**src/rtl/if_id_fetch_stage.sv**
```systemverilog
// Instruction-fetch stage: PC register, imem request/ready handshake, one-word
// stall buffer and the IF/ID pipeline register that feeds decode and control_unite.
module if_id_fetch_stage #(
    parameter logic [31:0] RESET_PC = 32'h0000_0000,
    parameter logic [31:0] PC_INC   = 32'd4
) (
    input  logic        clk,
    input  logic        rst_n,
    output logic        imem_req,
    output logic [31:0] imem_addr,
    input  logic        imem_ready,
    input  logic [31:0] imem_rdata,
    input  logic        stall,
    input  logic        branch_taken,
    input  logic [31:0] branch_target,
    output logic        if_id_valid,
    output logic [31:0] if_id_instr,
    output logic [31:0] if_id_pc_plus4,
    output logic [5:0]  opcode
);

    typedef enum logic {
        FETCH = 1'b0,
        HOLD  = 1'b1
    } state_t;

    state_t      state_reg, state_next;
    logic [31:0] pc_reg, pc_next;
    logic [31:0] hold_buf_reg, hold_buf_next;
    logic [31:0] hold_pc4_reg, hold_pc4_next;
    logic        valid_reg, valid_next;
    logic [31:0] instr_reg, instr_next;
    logic [31:0] pc4_reg, pc4_next;

    logic [31:0] pc_inc;
    logic [31:0] target_aligned;

    assign pc_inc         = pc_reg + PC_INC;
    assign target_aligned = branch_target & ~32'h0000_0003;

    always_comb begin
        state_next    = state_reg;
        pc_next       = pc_reg;
        hold_buf_next = hold_buf_reg;
        hold_pc4_next = hold_pc4_reg;
        valid_next    = valid_reg;
        instr_next    = instr_reg;
        pc4_next      = pc4_reg;

        if (branch_taken) begin
            // Redirect flushes IF/ID and the stall buffer; any same-cycle response is dropped.
            pc_next       = target_aligned;
            state_next    = FETCH;
            hold_buf_next = 32'h0;
            hold_pc4_next = 32'h0;
            valid_next    = 1'b0;
            instr_next    = 32'h0;
        end else begin
            case (state_reg)
                FETCH: begin
                    if (imem_ready) begin
                        pc_next = pc_inc;
                        if (stall) begin
                            hold_buf_next = imem_rdata;
                            hold_pc4_next = pc_inc;
                            state_next    = HOLD;
                        end else begin
                            valid_next = 1'b1;
                            instr_next = imem_rdata;
                            pc4_next   = pc_inc;
                        end
                    end else if (!stall) begin
                        valid_next = 1'b0;
                        instr_next = 32'h0;
                    end
                end
                HOLD: begin
                    if (!stall) begin
                        valid_next = 1'b1;
                        instr_next = hold_buf_reg;
                        pc4_next   = hold_pc4_reg;
                        state_next = FETCH;
                    end
                end
                default: begin
                    state_next = FETCH;
                end
            endcase
        end
    end

    always_ff @(posedge clk) begin
        if (!rst_n) begin
            state_reg    <= FETCH;
            pc_reg       <= RESET_PC;
            hold_buf_reg <= 32'h0;
            hold_pc4_reg <= 32'h0;
            valid_reg    <= 1'b0;
            instr_reg    <= 32'h0;
            pc4_reg      <= 32'h0;
        end else begin
            state_reg    <= state_next;
            pc_reg       <= pc_next;
            hold_buf_reg <= hold_buf_next;
            hold_pc4_reg <= hold_pc4_next;
            valid_reg    <= valid_next;
            instr_reg    <= instr_next;
            pc4_reg      <= pc4_next;
        end
    end

    // No request while a word sits in the buffer or while reset is asserted.
    assign imem_req       = rst_n && (state_reg == FETCH);
    assign imem_addr      = pc_reg;
    assign if_id_valid    = valid_reg;
    assign if_id_instr    = instr_reg;
    assign if_id_pc_plus4 = pc4_reg;
    assign opcode         = instr_reg[31:26];

endmodule

```
**config.mk**
```make
export PLATFORM = sky130hd
export DESIGN_NAME = if_id_fetch_stage
export DESIGN_NICKNAME = d
export VERILOG_FILES = /design/src/rtl/if_id_fetch_stage.sv
export SDC_FILE = /design/constraint.sdc
export NUM_CORES = 1
export LEC_CHECK = 0
export BUFFER_PORTS_ARGS = -buffer_cell sky130_fd_sc_hd__buf_4
export CAP_MARGIN = 10
export CORE_ASPECT_RATIO = 1.4
export CORE_MARGIN = 1
export CORE_UTILIZATION = 54
export CTS_CLUSTER_SIZE = 28
export DETAILED_ROUTE_END_ITERATION = 8
export PLACE_DENSITY = 0.87
export SYNTH_ARGS = -nofsm -noshare
export SYNTH_HDL_FRONTEND = slang
export SYNTH_SLANG_ARGS = --single-unit
```
**constraint.sdc**
```tcl
create_clock -name clk -period 2.4 [get_ports clk]
set_input_delay 0.48 -clock clk [delete_from_list [all_inputs] [get_ports clk]]
set_output_delay 0.48 -clock clk [all_outputs]
set_load 0.005 [all_outputs]
```
# [Word level (Yosys, flattened, before mapping)]
# Index checks and enable logic that the tools add are counted.
[op_classes] add_sub_neg=1 n_eq_ne=5 n_mux=19 bitwise=3 reduce_logical=8
[ops] operator="$mux 32" n=10
[ops] operator="$pmux 32 s2" n=2
[ops] operator="$add 32x3->32 const B" n=1
[ops] operator="$ne 2x2->1 const B" n=4
[ops] operator="$reduce_and 2->1" n=3
[ops] operator="$mux 1" n=5
[ops] operator="$pmux 1 s2" n=2
[ops] operator="$reduce_and 4->1" n=1
[ops] operator="$ne 3x3->1 const B" n=1
[ops] operator="$not 1->1" n=3
[ops] operator="$reduce_and 3->1" n=1
[ops] operator="$reduce_bool 2->1" n=1
[ops] operator="$reduce_or 2->1" n=1
[ops] operator="$logic_and 1x1->1" n=1
[word_totals] reg_bits=162 out_inout_bits=104 wordCells=44

# [Logic depth before layout (Yosys ltp)]
# Gate-level depths: netlist of run 1.
[logic_depth] depth_word=4 mapped_depth=8 mapped_depth_nobuf=6

# [Least setup slack after synthesis of run 1]
# OpenSTA, ideal clock, no wires.
[synth_path] kind="flip-flop to flip-flop" from="register pc_reg[2] (netlist: imem_addr[2])" to="register pc4_reg[24] (netlist: if_id_pc_plus4[24])" setup_time_ns=0.133 arrival_time_ns=1.836 t_required_ns=2.267 slack_ns=0.431 path_stages_with_launch=7 n_path_buf=0 cell_sequence="dfxtp_1 -> ha_1 -> nand3_2 -> nor4_2 -> a21boi_0 -> o21ai_0 -> a31oi_1"
[synth_via] elab_chain_len=4
[synth_rtl] item="from (decl)" line_no="28" text="logic [31:0] pc_reg, pc_next;"
[synth_rtl] item="from (signal assigned)" line_no="103" text="pc_reg <= pc_next;"
[synth_rtl] item="$add 32x3->32" line_no="38" text="assign pc_inc = pc_reg + PC_INC;"
[synth_rtl] item="$mux 32" line_no="63" text="if (stall) begin"
[synth_rtl] item="$mux 32" line_no="61" text="if (imem_ready) begin"
[synth_rtl] item="$pmux 32 s2" line_no="59" text="case (state_reg)"
[synth_rtl] item="to (signal assigned)" line_no="108" text="pc4_reg <= pc4_next;"
[synth_rtl] item="to (decl)" line_no="33" text="logic [31:0] pc4_reg, pc4_next;"
# Every way passes these cells. The select of a mux whose other input is x is not followed.
# A chain may end at the register's enable or synchronous reset.

# [Worst setup path after layout of run 1]
[layout_path] from="register pc_reg[2] (netlist: imem_addr[2])" to="register pc4_reg[26] (netlist: if_id_pc_plus4[26])"
# The elaborated chain is that of the path after synthesis.

==> summary.txt, run 1 <==
Status
  • Status: finished, final reports clean

Setup path
  • Startpoint Class: flip-flop
  • Critical Path Sink Type: flip-flop
  • CP Data Arrival Time: 2440 ps
  • CP Max Fanout: 7
  • Launch point of the critical path: imem_addr[2]$_SDFFE_PN0P_
  • Worst reg-to-reg path cell count: 6
  • Worst EP required: 2740 ps
  • Reg2Reg Launch Point: imem_addr[2]$_SDFFE_PN0P_
  • Critical path class: reg -> reg

CTS
  • # resized after CTS: 0
  • Reg clk slew, reported paths: 60 ps
  • Post-CTS Hold Fix Bufs: 0
  • Clock Sinks: 156
  • Root buffer cell: clkbuf_16
  • Longest Clk Path Bufs: 2
  • Total CTS buffers: 17
  • Worst-Skew Late Latency: 410 ps
  • H-tree Lvls: 4
  • CTS tree: yes
  • Post-CTS setup buffer count: 0

Timing
  • Period utilisation layout: 0.8738
  • Setup violations, final: 0
  • F_max: 0.4768 GHz
  • Post-route clock skew: 7.536 ps
  • Relative slew slack: 0.2535
  • Crit path time final: 2097 ps
  • Worst slew pin tran: 1116 ps
  • Final Hold Vio Count: 0
  • Final Max Slew Viols: 0
  • TNS Setup: 0 ps
  • RSZ-0062 raised after global routing: no

Layout
  • Core Util, Final: 0.7029
  • Non-Filler Instances: 1,207
  • Area grow syn2layout: 26.94%
  • Filler cell count: 1,035
  • Ant. Diodes: 0
  • Most frequent cells in the layout: 198 x buf_4, 156 x a21oi_1, 155 x dfxtp_1, 136 x nand2_1, 80 x nor2_1
  • # nets final: 1,112
  • Layout cells sized above 1: 0.2372
  • Commonest non-fill, non-tap cell in the layout: buf_4
  • Post-route design area: 9050 um2

Yosys
  • Syn Area/Cell: 7.852 um2
  • Cell variety after synth: 54
  • Syn. warnings: 0
  • Yosys reg bits: 156
  • Main synth FF type: dfxtp_1
  • Synth async-reset ratio: 0
  • Seq/Total Area, Yosys: 0.4380
  • Mapped Area: 7129 um2
  • Mapped Cells: 908
  • Post-synth EDFFs: 0

GRT
  • First-pass GRT wire length: 31,280 um
  • Gr usage total: 0.2852
  • Gr ovfl total: 0
  • Initial antenna violation count: 0
  • Vias in the first global route: 6,379
  • Largest net degree at the start of global routing: 65

Drt
  • Pre-Repair DR Iteration Count: 5
  • Vias: 7,048
  • Routed wl met2: 9939 um
  • Post-route met1 wirelength: 7537 um
  • Antenna Nets Post-Route: 0
  • Vias per Instance: 5.839
  • Post-Route WL: 19,430 um
  • Met3 wire len: 1346 um
  • Iter 0 DRT Violations: 443
  • Remaining DRCs: 0
  • Drt wl/cell: 16.09 um
  • Max Used Layer: met4

Min path
  • HP Start: imem_rdata[6]
  • HP Class: in -> reg
  • Hold Path Stages: 3

Floorplan
  • DIE HEIGHT: 138.0 um
  • Die width: 99.11 um
  • Core area: 12,870 um2
  • Initial core utilization: 0.5537
  • Cell Rows: 49
  • Die area: 13,670 um2
  • IO Count: 173

Place
  • Gpl congestion: 0.8649
  • Hpwl dp: 13,010 um
  • Area after DPL: 8418 um2
  • Placed cells: 1,176
  • Port buffer count: 166

Power
  • Overall power: 6.302 mW
  • VDD IR max: 405.2 uV
  • PwrDens: 696.3 nW/um2
  • Leakage: 3.494 nW

Run
  • Maxcap violations: 0
-- per-stage QoR --
| stage | hold slack, ps | worst slack (ps) |
|---|---|---|
| 2_1_floorplan | 436.0 | 431.0 |
| 3_3_place_gp | 441.4 | 397.3 |
| 3_5_place_dp | 446.9 | 344.0 |
| 4_1_cts | 299.6 | 320.2 |
| 5_1_grt | 315.3 | 193.7 |
| 6_report | 321.7 | 302.8 |
-- critical path, stage by stage, from the launching register on --
cell,delay [ps]
dfxtp_1,470
ha_1,270
nand3_2,190
or4_4,580
nor3_1,230
o21ai_0,130
a31oi_1,170
-- final timing paths --
kind / end / slack, ps
setup reg to reg: if_id_pc_plus4[26]$_SDFFE_PN0P_ / 300
hold / removal: hold_buf_reg[6]$_SDFFE_PP0P_ / 320
hold reg to reg: hold_buf_reg[12]$_SDFFE_PP0P_ / 450
setup / recovery: if_id_pc_plus4[26]$_SDFFE_PN0P_ / 300
-- per-layer routing --
| metal | global-route usage | vias to the layer above |
|---|---|---|
| met2 | 0.4926 | 336 |
| met1 | 0.3423 | 3262 |
| met4 | 0.1397 | 0 |
| met5 | 0 | - |
| met3 | 0.05242 | 45 |
| li1 | - | 3405 |
-- area by class of cell --
cell class	count	area (um2)	share of cell area
clock buffers	20	466.7	0.05157
clock inverters	11	165.2	0.01825
inverters	5	18.77	0.002074
multi-input cells	662	3557	0.3931
flip-flops and latches	156	3124	0.3452
well taps	153	191.4	0.02115
repair buffers	200	1526	0.1687
-- synthesized netlist by cell type (7+ instances only) --
library cell,number,area share
o21ai_0,54,0.038
a211oi_1,11,0.012
nand2_1,137,0.072
a31oi_1,7,0.0061
xor2_1,19,0.023
and3_1,9,0.0079
buf_4,13,0.014
buf_2,8,0.0056
o22ai_1,7,0.0061
nand3_1,57,0.040
nor2_1,80,0.042
dfxtp_1,156,0.44
a21oi_1,156,0.11
buf_1,10,0.0053
nor3_1,15,0.011
xnor2_1,30,0.037
or3_1,9,0.0079
clkbuf_1,49,0.026
buf_6,8,0.013
nand4_1,10,0.0088
-- power by group --
group,switching (mW),internal [mW],total (mW)
sequential,0.0938,2.68,2.78
combinational,0.363,0.307,0.670
clock,1.04,1.82,2.86
-- kinds of logic after synthesis --
group	Yosys count	share of synthesized area
buffers and inverters	93	0.06564
AOI/OAI and AO/OA	256	0.1964
other	1	0.0005260
adders and majority gates	1	0.001755
muxes	2	0.002808
DFF	156	0.4380
and+or+nand+nor	350	0.2346
xor gates and xnor gates	49	0.06020
(Power assumes the default switching activity.)
==> run 2: changes to the inputs <==
--- a/config.mk
+++ b/config.mk
@@ -5,14 +5,16 @@
 export SDC_FILE = /design/constraint.sdc
 export NUM_CORES = 1
 export LEC_CHECK = 0
+export ABC_AREA = 1
 export BUFFER_PORTS_ARGS = -buffer_cell sky130_fd_sc_hd__buf_4
 export CAP_MARGIN = 10
 export CORE_ASPECT_RATIO = 1.4
-export CORE_MARGIN = 1
+export CORE_MARGIN = 2
 export CORE_UTILIZATION = 54
 export CTS_CLUSTER_SIZE = 28
 export DETAILED_ROUTE_END_ITERATION = 8
-export PLACE_DENSITY = 0.87
+export HOLD_SLACK_MARGIN = 0.03
+export PLACE_DENSITY = 0.88
 export SYNTH_ARGS = -nofsm -noshare
 export SYNTH_HDL_FRONTEND = slang
 export SYNTH_SLANG_ARGS = --single-unit
==> run 2 against run 1 <==
Effect of this change: cell area down 0.79%; routed wire length rose by 5.9%; die area up 3.4%; synthesized cell count up 12%; sequential share of layout area grew 0.27 points; critical path type is now reg -> out; highest routed layer unchanged.
==> summary.txt, run 2 <==
Status
  • Status: finished, final reports clean

Yosys
  • Cell variety after synth: 31
  • Syn. warnings: 0
  • Synth area leaders: dfxtp_1 44%, nand2_1 14%, a21oi_1 13%
  • Cell taking the most area after synthesis: dfxtp_1
  • Seq/Total Area, Yosys: 0.4384
  • Synth async-reset ratio: 0
  • Main synth FF type: dfxtp_1
  • Leading post-synthesis cells by instance count: 259 x nand2_1, 179 x a21oi_1, 156 x dfxtp_1, 99 x o21ai_0, 77 x inv_1
  • Syn Area/Cell: 6.990 um2
  • Mapped Cells: 1,019
  • Yosys reg bits: 156
  • Mapped Area: 7123 um2
  • Most numerous cell in the Yosys netlist: nand2_1
  • Synth top area share: 0.4384
  • Post-synth EDFFs: 0

Floorplan
  • DIE HEIGHT: 139.9 um
  • Core area: 12,870 um2
  • Initial core utilization: 0.5533
  • Die area: 14,140 um2
  • Die width: 101.1 um
  • IO Count: 173
  • Cell Rows: 49

Layout
  • Ant. Diodes: 0
  • Non-Filler Instances: 1,320
  • Register area: 3124 um2
  • Filler cell count: 1,094
  • Area grow syn2layout: 26.05%
  • Most frequent cells in the layout: 259 x nand2_1, 183 x buf_4, 179 x a21oi_1, 155 x dfxtp_1, 99 x o21ai_0
  • Area occupied by multi-input gates: 3366 um2
  • Post-route design area: 8979 um2
  • Commonest non-fill, non-tap cell in the layout: nand2_1
  • Core Util, Final: 0.6974
  • Layout cells sized above 1: 0.2125
  • # nets final: 1,224

Timing
  • Setup violations, final: 0
  • RSZ-0062 raised after global routing: no
  • Worst slew pin tran: 993.5 ps
  • TNS Setup: 0 ps
  • Post-route clock skew: 10.09 ps
  • F_max: 0.4955 GHz
  • Period utilisation layout: 0.8410
  • Final Hold Vio Count: 0
  • Relative slew slack: 0.3369
  • Worst hold slack: 315.2 ps
  • Setup WS post-layout: 381.7 ps
  • Crit path time final: 2018 ps
  • Final Max Slew Viols: 0

Place
  • Hpwl dp: 13,470 um
  • Area after DPL: 8403 um2
  • Setup WS pre-CTS: 514.4 ps
  • Gpl congestion: 1.004
  • Port buffer count: 166
  • Placed cells: 1,288

Min path
  • Hold Path Stages: 3
  • HP Start: imem_rdata[14]
  • HP Class: in -> reg
  • Hold endpoint: if_id_instr[14]$_SDFFE_PP0P_

GRT
  • First-pass GRT wire length: 32,930 um
  • Initial antenna violation count: 0
  • Gr usage total: 0.2892
  • Vias in the first global route: 7,048
  • Gr ovfl total: 0
  • Largest net degree at the start of global routing: 57

CTS
  • Longest Clk Path Bufs: 2
  • Root buffer cell: clkbuf_16
  • Total CTS buffers: 17
  • CTS tree: yes
  • Reg clk slew, reported paths: 70 ps
  • Worst-Skew Late Latency: 420 ps
  • Post-CTS Hold Fix Bufs: 0
  • Post-CTS setup buffer count: 0
  • H-tree Lvls: 4
  • # resized after CTS: 0
  • Clock Sinks: 156

Setup path
  • Critical path class: reg -> out
  • R2r endpoint: if_id_pc_plus4[12]$_SDFFE_PN0P_
  • Worst reg-to-reg path cell count: 8
  • R2R setup slack: 580 ps
  • CP Data Arrival Time: 1540 ps
  • Slowest cell on the critical path: buf_4
  • CP dominant cell by count: buf_4
  • Stages on the worst setup path: 3
  • Crit path buffers/inverters: 2
  • Critical Path Sink Type: primary output
  • Max incr delay on CP: 460 ps
  • CP top delay family: buffers and inverters
  • Reg2Reg Launch Point: imem_addr[3]$_SDFFE_PN0P_
  • Startpoint Class: flip-flop
  • Worst EP required: 1920 ps
  • CP Max Fanout: 44
  • Crit path cell chain: buf_4 -> nor2_1 -> buf_4

Power
  • PwrDens: 683.6 nW/um2
  • VDD IR max: 562.6 uV
  • Overall power: 6.138 mW
  • Leakage: 3.986 nW

Drt
  • Vias per Instance: 5.541
  • Pre-Repair DR Iteration Count: 5
  • Vias: 7,314
  • Post-Route WL: 20,570 um
  • Antenna Nets Post-Route: 0
  • Drt wl/cell: 15.58 um
  • Iter 0 DRT Violations: 428
  • Remaining DRCs: 0

Run
  • Maxcap violations: 0
## run 2: cell families after synthesis
kind of cell    synth area share
buf+inv                  0.09134
compound gates            0.2213
fa+ha+maj               0.001756
flops                     0.4384
other cells            0.0005265
xor+xnor                 0.01932
simple gates              0.2273
## run 2: worst max-delay path by stage
stage,start,end,slack [ps]
detailed placement,branch_taken,imem_addr[21]$_SDFFE_PN0P_,510
CTS,state_reg$_SDFF_PP0_,imem_req,400
global placement,branch_taken,imem_addr[21]$_SDFFE_PN0P_,560
floorplan,imem_addr[2]$_SDFFE_PN0P_,hold_pc4_reg[22]$_SDFFE_PP0P_,850
global route,state_reg$_SDFF_PP0_,imem_req,330
finish,state_reg$_SDFF_PP0_,imem_req,380
## run 2: layout make-up
cell class | count | area share
multi-input combinational | 712 | 0.3749
sequential | 156 | 0.3480
timing repair buffer | 185 | 0.1575
clock buffer | 17 | 0.04738
inverter | 82 | 0.03428
tap | 153 | 0.02132
clock inverter | 15 | 0.01672
## run 2: per-layer routing
layer,vias to the layer above,global-route usage,part of all wire
met5,-,0,0
met3,57,0.05589,0.078
met2,322,0.5190,0.52
met1,3361,0.3225,0.37
met4,0,0.1344,0.032
li1,3574,-,-
## run 2: worst reg2reg max path, cell delays in order, from the launching register on
cell	delay, ps
dfxtp_1	410
ha_1	250
nand2_1	80
nor2_2	120
nand2_2	160
nor2_4	200
xor2_1	290
nand2_1	80
a21oi_1	150
## run 2: power breakdown
part           leakage, nW  internal (mW)  switching [mW]
combinational         2.44          0.309           0.395
sequential            1.27           2.70          0.0931
clock                0.276           1.46            1.18
==> run 3: changes to the inputs <==
==> constraint.sdc (replaced) <==
create_clock -name clk -period 1.98 [get_ports clk]
set_input_delay 0.396 -clock clk [delete_from_list [all_inputs] [get_ports clk]]
set_output_delay 0.396 -clock clk [all_outputs]
set_load 0.005 [all_outputs]
==> run 3 against run 2 <==
Effect of this change: sequential cell count unchanged; die area unchanged; utilization increased by 1.4 points; routed wire length increased by 1.0%; largest cell class unchanged; cell area increased by 2.0%.
==> summary.txt, run 3 (synthesized netlist as in run 2, its figures left out) <==
Drt
  • Remaining DRCs: 0
  • Post-Route WL: 20,790 um
  • Iter 0 DRT Violations: 445
  • Pre-Repair DR Iteration Count: 6
  • Vias per Instance: 5.564
  • Drt wl/cell: 15.61 um
  • Antenna Nets Post-Route: 0
  • Vias: 7,411

Min path
  • HP Class: in -> reg

Setup path
  • Critical Path Sink Type: flip-flop
  • Crit path cell chain: ha_1 -> nand2_1 -> nor2_2 -> nand2_2 -> nor2_4 -> nand2_1 -> nand2_1 -> nand2_1 -> o21ai_1 -> inv_1
  • Slowest cell on the critical path: dfxtp_1
  • CP top delay family: simple AND/OR/NAND/NOR gates
  • CP dominant cell by count: nand2_1
  • CP Max Fanout: 5
  • Worst EP required: 2290 ps
  • Max incr delay on CP: 420 ps
  • CP Data Arrival Time: 2100 ps
  • Startpoint Class: flip-flop
  • Crit path buffers/inverters: 1
  • Critical path class: reg -> reg

Power
  • Share of power burned in registers: 0.431
  • Leakage: 4.089 nW
  • Comb pwr share: 0.114
  • Clock Power Share: 0.456
  • VDD IR max: 490.7 uV
  • Power Internal: 5.848 mW
  • PwrDens: 854.6 nW/um2
  • Switching part of the total: 0.2525
  • P_sw: 1.976 mW

Timing
  • Final Max Slew Viols: 0
  • Relative slew slack: 0.6074
  • Worst hold slack: 236.8 ps
  • Crit path time final: 1794 ps
  • F_max: 0.5574 GHz
  • Period utilisation layout: 0.9061
  • Setup violations, final: 0
  • Worst slew pin tran: 588.0 ps
  • Final Hold Vio Count: 0
  • Post-route clock skew: 16.16 ps
  • TNS Setup: 0 ps
  • RSZ-0062 raised after global routing: no

Floorplan
  • IO Count: 173
  • Cell Rows: 49
  • DIE HEIGHT: 139.9 um
  • Core area: 12,870 um2
  • Initial core utilization: 0.5533
  • Die area: 14,140 um2
  • Die width: 101.1 um

GRT
  • First-pass GRT wire length: 33,420 um
  • Vias in the first global route: 7,037
  • GR Util met3: 0.05988
  • Gr usage total: 0.2937
  • GRT met1 Usage: 0.3369
  • Initial antenna violation count: 0
  • Largest net degree at the start of global routing: 49
  • Grt met2 use: 0.5235
  • Gr ovfl total: 0
  • Gr busiest metal: met2

Layout
  • Post-route design area: 9155 um2
  • Commonest non-fill, non-tap cell in the layout: nand2_1
  • # nets final: 1,236
  • Ant. Diodes: 0
  • Layout cells sized above 1: 0.2205
  • Most frequent cells in the layout: 259 x nand2_1, 194 x buf_4, 179 x a21oi_1, 155 x dfxtp_1, 99 x o21ai_0
  • Area grow syn2layout: 28.53%

Run
  • Maxcap violations: 0

Place
  • Area after DPL: 8506 um2
  • Hpwl dp: 13,910 um
  • Gpl congestion: 1.014
  • Port buffer count: 166

CTS
  • Worst-Skew Late Latency: 420 ps
  • Root buffer cell: clkbuf_16
  • Longest Clk Path Bufs: 2
  • Clock Sinks: 156
  • H-tree Lvls: 4
  • # resized after CTS: 0
  • Post-CTS Hold Fix Bufs: 0
  • CTS tree: yes
  • Post-CTS setup buffer count: 0
  • Reg clk slew, reported paths: 60 ps
  • Total CTS buffers: 17

Status
  • Status: finished, final reports clean
==> run 3: path summary, 6_finish.rpt <==
| kind | slack, ps | cells after the start | endpoint | startpoint |
|---|---|---|---|---|
| worst max-delay path | 190 | 10 | hold_pc4_reg[26]$_SDFFE_PP0P_ | imem_addr[3]$_SDFFE_PN0P_ |
| worst min-delay path | 240 | 3 | if_id_instr[1]$_SDFFE_PP0P_ | imem_rdata[1] |
| worst max register to register | 190 | 10 | hold_pc4_reg[26]$_SDFFE_PP0P_ | imem_addr[3]$_SDFFE_PN0P_ |
| worst min register to register | 460 | 2 | if_id_valid$_SDFFE_PP0P_ | if_id_valid$_SDFFE_PP0P_ |
==> run 3: power by group through the flow <==
stage	registers (mW)	clock network [mW]	logic, mW
CTS	3.37	3.60	0.885
detailed placement	3.44	0	0.877
global route	3.38	3.73	0.985
global placement	3.43	0	0.862
floorplan	3.43	0	0.452
finish	3.37	3.56	0.889
==> run 3: worst min-delay path: cells and delay by family <==
| family | cells | cell delay, ps |
|---|---|---|
| AO/OA/AOI/OAI | 1 | 50 |
| AND/OR/NAND/NOR | 1 | 50 |
| buffers and inverters | 1 | 110 |
==> run 3: final cells by class <==
class	instances	area [um2]
multi-input combinational	712	3368
clock buffer	19	442.9
tap	153	191.4
clock inverter	13	203.9
inverter	82	307.8
timing repair buffer	197	1516
fill	1050	3720
sequential	156	3124
==> run 3: layer usage <==
layer | vias to the layer above | part of all wire
met2 | 381 | 0.53
met3 | 49 | 0.079
met1 | 3381 | 0.36
met5 | - | 0
li1 | 3600 | -
met4 | 0 | 0.027
==> run 3: per-stage QoR <==
step / cells / worst slack [ps] / power, mW / utilization
global placement: 1300 / 273.7 / 4.295 / 0.6606
global route: 1332 / 51.02 / 8.097 / 0.7111
detailed placement: 1300 / 214.7 / 4.313 / 0.6606
finish: 1332 / 186.0 / 7.824 / 0.7111
CTS: 1332 / 148.4 / 7.849 / 0.7109
floorplan: 1022 / 434.1 / 3.881 / -
